$ cat config.mk
export PLATFORM = sky130hd
export DESIGN_NAME = multicycle_controller
export DESIGN_NICKNAME = d
export VERILOG_FILES = /design/src/rtl/mips_pkg.sv /design/src/rtl/multicycle_controller.sv
export SDC_FILE = /design/constraint.sdc
export NUM_CORES = 1
export LEC_CHECK = 0
export CORE_MARGIN = 2
export CORE_UTILIZATION = 36
export DETAILED_ROUTE_END_ITERATION = 6
export PLACE_DENSITY = 0.82
export SLEW_MARGIN = 30
export SYNTH_ARGS = -nofsm -noshare
export SYNTH_HDL_FRONTEND = slang
export SYNTH_SLANG_ARGS = --single-unit
$ cat constraint.sdc
create_clock -name clk -period 1.6 [get_ports clk]
set_clock_uncertainty 0.05 [all_clocks]
set_input_delay 0.16 -clock clk [delete_from_list [all_inputs] [get_ports clk]]
set_output_delay 0.16 -clock clk [all_outputs]
set_load 0.005 [all_outputs]
$ cat src/rtl/mips_pkg.sv
// Shared definitions for the multicycle MIPS datapath: controller state
// encodings, opcode constants and the datapath mux/ALU control codes.
package mips_pkg;

    typedef enum logic [3:0] {
        S_FETCH  = 4'd0,
        S_DECODE = 4'd1,
        S_MEMADR = 4'd2,
        S_MEMRD  = 4'd3,
        S_MEMWB  = 4'd4,
        S_MEMWR  = 4'd5,
        S_EXEC   = 4'd6,
        S_ALUWB  = 4'd7,
        S_BRANCH = 4'd8,
        S_ADDIEX = 4'd9,
        S_ADDIWB = 4'd10,
        S_JUMP   = 4'd11
    } state_t;

    localparam logic [5:0] OP_RTYPE = 6'b000000;
    localparam logic [5:0] OP_LW    = 6'b100011;
    localparam logic [5:0] OP_SW    = 6'b101011;
    localparam logic [5:0] OP_BEQ   = 6'b000100;
    localparam logic [5:0] OP_ADDI  = 6'b001000;
    localparam logic [5:0] OP_J     = 6'b000010;

    localparam logic [1:0] ALUOP_ADD   = 2'b00;
    localparam logic [1:0] ALUOP_SUB   = 2'b01;
    localparam logic [1:0] ALUOP_FUNCT = 2'b10;

    localparam logic [1:0] PCSRC_ALU    = 2'b00;
    localparam logic [1:0] PCSRC_ALUOUT = 2'b01;
    localparam logic [1:0] PCSRC_JUMP   = 2'b10;

    localparam logic [1:0] SRCB_B       = 2'b00;
    localparam logic [1:0] SRCB_FOUR    = 2'b01;
    localparam logic [1:0] SRCB_IMM     = 2'b10;
    localparam logic [1:0] SRCB_IMM_SH2 = 2'b11;

endpackage

$ cat src/rtl/multicycle_controller.sv
// Main control FSM of the multicycle MIPS processor. Outputs are a Moore
// decode of the current state; only the FETCH IR/PC loads and the memory
// wait states look at mem_ready.
module multicycle_controller
    import mips_pkg::*;
#(
    parameter int OPCODE_W = 6,
    parameter int ALUOP_W  = 2,
    parameter int MEM_WAIT = 1,
    parameter int EN_JUMP  = 1
) (
    input  logic                clk,
    input  logic                rst,
    input  logic [OPCODE_W-1:0] opcode,
    input  logic                mem_ready,
    output logic                iord,
    output logic                mem_write,
    output logic                ir_write,
    output logic                pc_write,
    output logic                branch,
    output logic [1:0]          pc_src,
    output logic                alu_src_a,
    output logic [1:0]          alu_src_b,
    output logic [ALUOP_W-1:0]  alu_op,
    output logic                reg_dst,
    output logic                mem_to_reg,
    output logic                reg_write,
    output logic                illegal_op,
    output logic [3:0]          state_o
);

    state_t state_r;
    state_t next_state_s;
    logic   ready_s;

    // State register; reset parks the machine in FETCH immediately.
    always_ff @(posedge clk or posedge rst) begin
        if (rst) begin
            state_r <= S_FETCH;
        end else begin
            state_r <= next_state_s;
        end
    end

    // Next-state and control decode from the current state.
    always_comb begin
        ready_s      = (MEM_WAIT != 0) ? mem_ready : 1'b1;
        next_state_s = state_r;
        state_o      = state_r;
        iord         = 1'b0;
        mem_write    = 1'b0;
        ir_write     = 1'b0;
        pc_write     = 1'b0;
        branch       = 1'b0;
        pc_src       = PCSRC_ALU;
        alu_src_a    = 1'b0;
        alu_src_b    = SRCB_B;
        alu_op       = {ALUOP_W{1'b0}};
        reg_dst      = 1'b0;
        mem_to_reg   = 1'b0;
        reg_write    = 1'b0;
        illegal_op   = 1'b0;

        case (state_r)
            S_FETCH: begin
                alu_src_b = SRCB_FOUR;
                alu_op    = ALUOP_W'(ALUOP_ADD);
                // The IR/PC loads must stay quiet while reset holds the FSM here.
                ir_write  = ready_s & ~rst;
                pc_write  = ready_s & ~rst;
                if (ready_s) begin
                    next_state_s = S_DECODE;
                end else begin
                    next_state_s = S_FETCH;
                end
            end
            S_DECODE: begin
                alu_src_b = SRCB_IMM_SH2;
                alu_op    = ALUOP_W'(ALUOP_ADD);
                if (opcode == OPCODE_W'(OP_LW) || opcode == OPCODE_W'(OP_SW)) begin
                    next_state_s = S_MEMADR;
                end else if (opcode == OPCODE_W'(OP_RTYPE)) begin
                    next_state_s = S_EXEC;
                end else if (opcode == OPCODE_W'(OP_BEQ)) begin
                    next_state_s = S_BRANCH;
                end else if (opcode == OPCODE_W'(OP_ADDI)) begin
                    next_state_s = S_ADDIEX;
                end else if ((EN_JUMP != 0) && (opcode == OPCODE_W'(OP_J))) begin
                    next_state_s = S_JUMP;
                end else begin
                    illegal_op   = 1'b1;
                    next_state_s = S_FETCH;
                end
            end
            S_MEMADR: begin
                alu_src_a = 1'b1;
                alu_src_b = SRCB_IMM;
                alu_op    = ALUOP_W'(ALUOP_ADD);
                // The IR still holds the instruction, so opcode is stable here.
                if (opcode == OPCODE_W'(OP_LW)) begin
                    next_state_s = S_MEMRD;
                end else if (opcode == OPCODE_W'(OP_SW)) begin
                    next_state_s = S_MEMWR;
                end else begin
                    next_state_s = S_FETCH;
                end
            end
            S_MEMRD: begin
                iord = 1'b1;
                if (ready_s) begin
                    next_state_s = S_MEMWB;
                end else begin
                    next_state_s = S_MEMRD;
                end
            end
            S_MEMWB: begin
                reg_write    = 1'b1;
                mem_to_reg   = 1'b1;
                next_state_s = S_FETCH;
            end
            S_MEMWR: begin
                iord      = 1'b1;
                mem_write = 1'b1;
                if (ready_s) begin
                    next_state_s = S_FETCH;
                end else begin
                    next_state_s = S_MEMWR;
                end
            end
            S_EXEC: begin
                alu_src_a    = 1'b1;
                alu_src_b    = SRCB_B;
                alu_op       = ALUOP_W'(ALUOP_FUNCT);
                next_state_s = S_ALUWB;
            end
            S_ALUWB: begin
                reg_write    = 1'b1;
                reg_dst      = 1'b1;
                next_state_s = S_FETCH;
            end
            S_BRANCH: begin
                alu_src_a    = 1'b1;
                alu_src_b    = SRCB_B;
                alu_op       = ALUOP_W'(ALUOP_SUB);
                branch       = 1'b1;
                pc_src       = PCSRC_ALUOUT;
                next_state_s = S_FETCH;
            end
            S_ADDIEX: begin
                alu_src_a    = 1'b1;
                alu_src_b    = SRCB_IMM;
                alu_op       = ALUOP_W'(ALUOP_ADD);
                next_state_s = S_ADDIWB;
            end
            S_ADDIWB: begin
                reg_write    = 1'b1;
                next_state_s = S_FETCH;
            end
            S_JUMP: begin
                pc_write     = 1'b1;
                pc_src       = PCSRC_JUMP;
                next_state_s = S_FETCH;
            end
            default: begin
                next_state_s = S_FETCH;
            end
        endcase
    end

endmodule

==> out/results.ini <==
[route]
drt-pass1-iter-count = 4
wl_um = 2320
drc = 0
drt-initial-drc-count = 41
viasPerCell = 5.63
via_count = 817
ant_nets = 0
wl_per_cell_um = 16.0

[critical_path]
cp_cell_sequence = buf_4 -> nand2b_4 -> nand2b_4 -> a311oi_2 -> buf_2
ff2ff_setup_slack_ns = -0.01
critPathTopFamily = flip-flops
crit_arrival_ns = 1.45
rr_startpoint = state_o[0]
cpPeakStageDelay_ns = 0.41
cp_slowest_cell = dfrtp_1
start_kind = flop
rr_worst_depth = 5
crit_path_frequent_cell = nand2b_4
timing_worst_setup_path_type = flop to primary output
critical_path_buf_inv_count = 2
worstPathMaxFanout = 3
cp-end-kind = primary output
r2r-end = state_o[1]
crit_required_ns = 1.39

[cells_and_area]
drive_above_1_share = 0.554
finalNetCount = 141
area_growth_pct = 119
num_antenna_cells = 0
final_core_util = 0.833
fin_area_um2 = 1080
largest_register_ffs = 4

[flow_run]
cap_viol_max_count = 0

[cts]
clk_pin_slew_ns = 0.05
htree_levels = 1
clock_latency_ns = 0.26
cts_tree = done
ctsLongestPathBuffers = 2
cts.sinks = 4
postCtsHoldBufs = 0
cts-root-buf = clkbuf_4
numCtsBuffers = 3

[sta]
fmax_mhz = 601
min_period_ns = 1.66
final-setup-viol-count = 4
holdWs_ns = 0.119
worst_slack_ns = -0.0635
grt_setup_unrepaired = yes
fin_crit_sh = 1.04
finalHoldViolCount = 0
worstMarginPinSlew_ns = 0.380
drv_slew = 0
max-slew-margin-rel = 0.743

[synth]
syn_area_um2 = 495
synth-seq-area-share = 0.202
ys_types = 32
synthCells = 69
yosys_warnings = 0
syn_avg_cell_area_um2 = 7.18
ys_ff_latch = 4
synth_nets = 78

[global_route]
grt_usage = 0.292
first_global_vias = 767
grt_overflow = 0
grt_max_degree = 8
antenna_found_initial = 0
grt_pass1_wl_um = 3110

[placed_design]
place_area_um2 = 950
io_buffers = 28
gp_congestion = 0.936
hpwl_um = 1470

[power_and_ir_drop]
p_leak_nw = 0.527
p_per_area_nw_per_um2 = 479
ir_drop_mv = 0.451

[floorplanning]
die_x_um = 41.1
start_util = 0.381
die_h_um = 41.1
core-area_um2 = 1300
boundaryPins = 29
num_rows = 13
die_area_um2 = 1690

[outcome]
failed_checks = setup timing
outcome = complete, but fails checks

[min_path]
min_path_type = input port to asynchronous set/reset pin

-- how the worst max path moves through the flow --
stage	from	to	slack, ns	cells past startpoint
finish	state_o[1]	illegal_op	-0.06	5
CTS	state_o[1]	illegal_op	-0.07	5
floorplan	state_o[0]	alu_src_b[1]	0.23	4
global route	state_o[0]	state_o[1]	-0.12	5
global placement	opcode[4]	illegal_op	-0.20	5
detailed placement	opcode[1]	illegal_op	-0.32	5
-- Yosys cell counts (all sizes together) --
cell	count	share of area
nor3	7	0.071
nand2b	6	0.096
o22ai	1	0.013
or2	2	0.025
o311ai	1	0.033
a31oi	1	0.013
nand2	4	0.030
nor2	11	0.098
a32oi	1	0.018
nor2b	1	0.013
nand3	3	0.030
a22oi	1	0.015
dfrtp	4	0.20
clkbuf	1	0.010
o2111ai	1	0.018
o2bb2ai	1	0.018
o41ai	1	0.018
a21oi	2	0.020
xnor2	2	0.035
nor3b	2	0.030
o21ai	5	0.050
nand4b	1	0.018
xor2	1	0.018
nor4	1	0.013
inv	1	0.0076
buf	6	0.071
a311oi	1	0.018
-- timing repair --
action / 4_1_cts / 5_1_grt
pin swaps: 2 / 1
setup buffers: 11 / 0
endpoints found under the setup margin: 17 / 16
gates resized for setup: 52 / 30
-- metrics by stage --
stage	total power, W	instances	TNS (ns)	setup slack [ns]
after global placement	0.000327	131	-0.540	-0.204
after CTS	0.000492	145	-0.113	-0.0712
after detailed placement	0.000334	131	-1.18	-0.324
final	0.000519	145	-0.154	-0.0635
after floorplan	0.000201	69	0	0.228
after global routing	0.000540	145	-0.676	-0.115
-- placed cells by master (no fill, tap or decap), types with 3 or more instances in the layout --
cell	instances
buf_4	31
clkdlybuf4s50_1	10
buf_2	9
nor2_1	8
nor3_1	6
buf_6	6
nand2b_4	5
clkbuf_2	5
nand2_1	4
nor2_4	3
clkbuf_4	3
-- per-layer routing --
layer  wire length [um]  global-route usage  vias to the layer above
li1                   -                   -                      375
met1                877               0.251                      372
met2               1110               0.504                       53
met3                217              0.0924                       17
met4                115               0.306                        0
met5                  0                   0                        -
-- power breakdown --
group | total (W) | switching, W | leakage, nW | internal (W)
clock network | 0.000143 | 0.0000583 | 0.0138 | 0.0000850
logic | 0.000260 | 0.000113 | 0.463 | 0.000147
registers | 0.000116 | 0.00000840 | 0.0509 | 0.000107
-- logic make-up (layout without fill, tap and decap cells) --
logic type      count (synthesis)  in the layout  share of synthesized area
buf+inv                         8             69                     0.0884
compound gates                 16             16                      0.232
simple gates                   38             38                      0.424
flops                           4              4                      0.202
xor+xnor                        3              3                     0.0530
-- final cells by class --
class / instances / area, um^2
clock buffers: 3 / 22.5
fillers: 80 / 218
repair buffers: 65 / 510
flip-flops and latches: 4 / 103
well taps: 15 / 18.8
multi-input cells: 57 / 425
inverters: 1 / 3.75
-- worst register-to-register path, cell delays in order (launching register included) --
cell	delay [ns]
dfrtp_1	0.43
buf_6	0.16
buf_4	0.14
o41ai_1	0.44
nand3_1	0.18
o311ai_2	0.10
(Power assumes the default switching activity.)
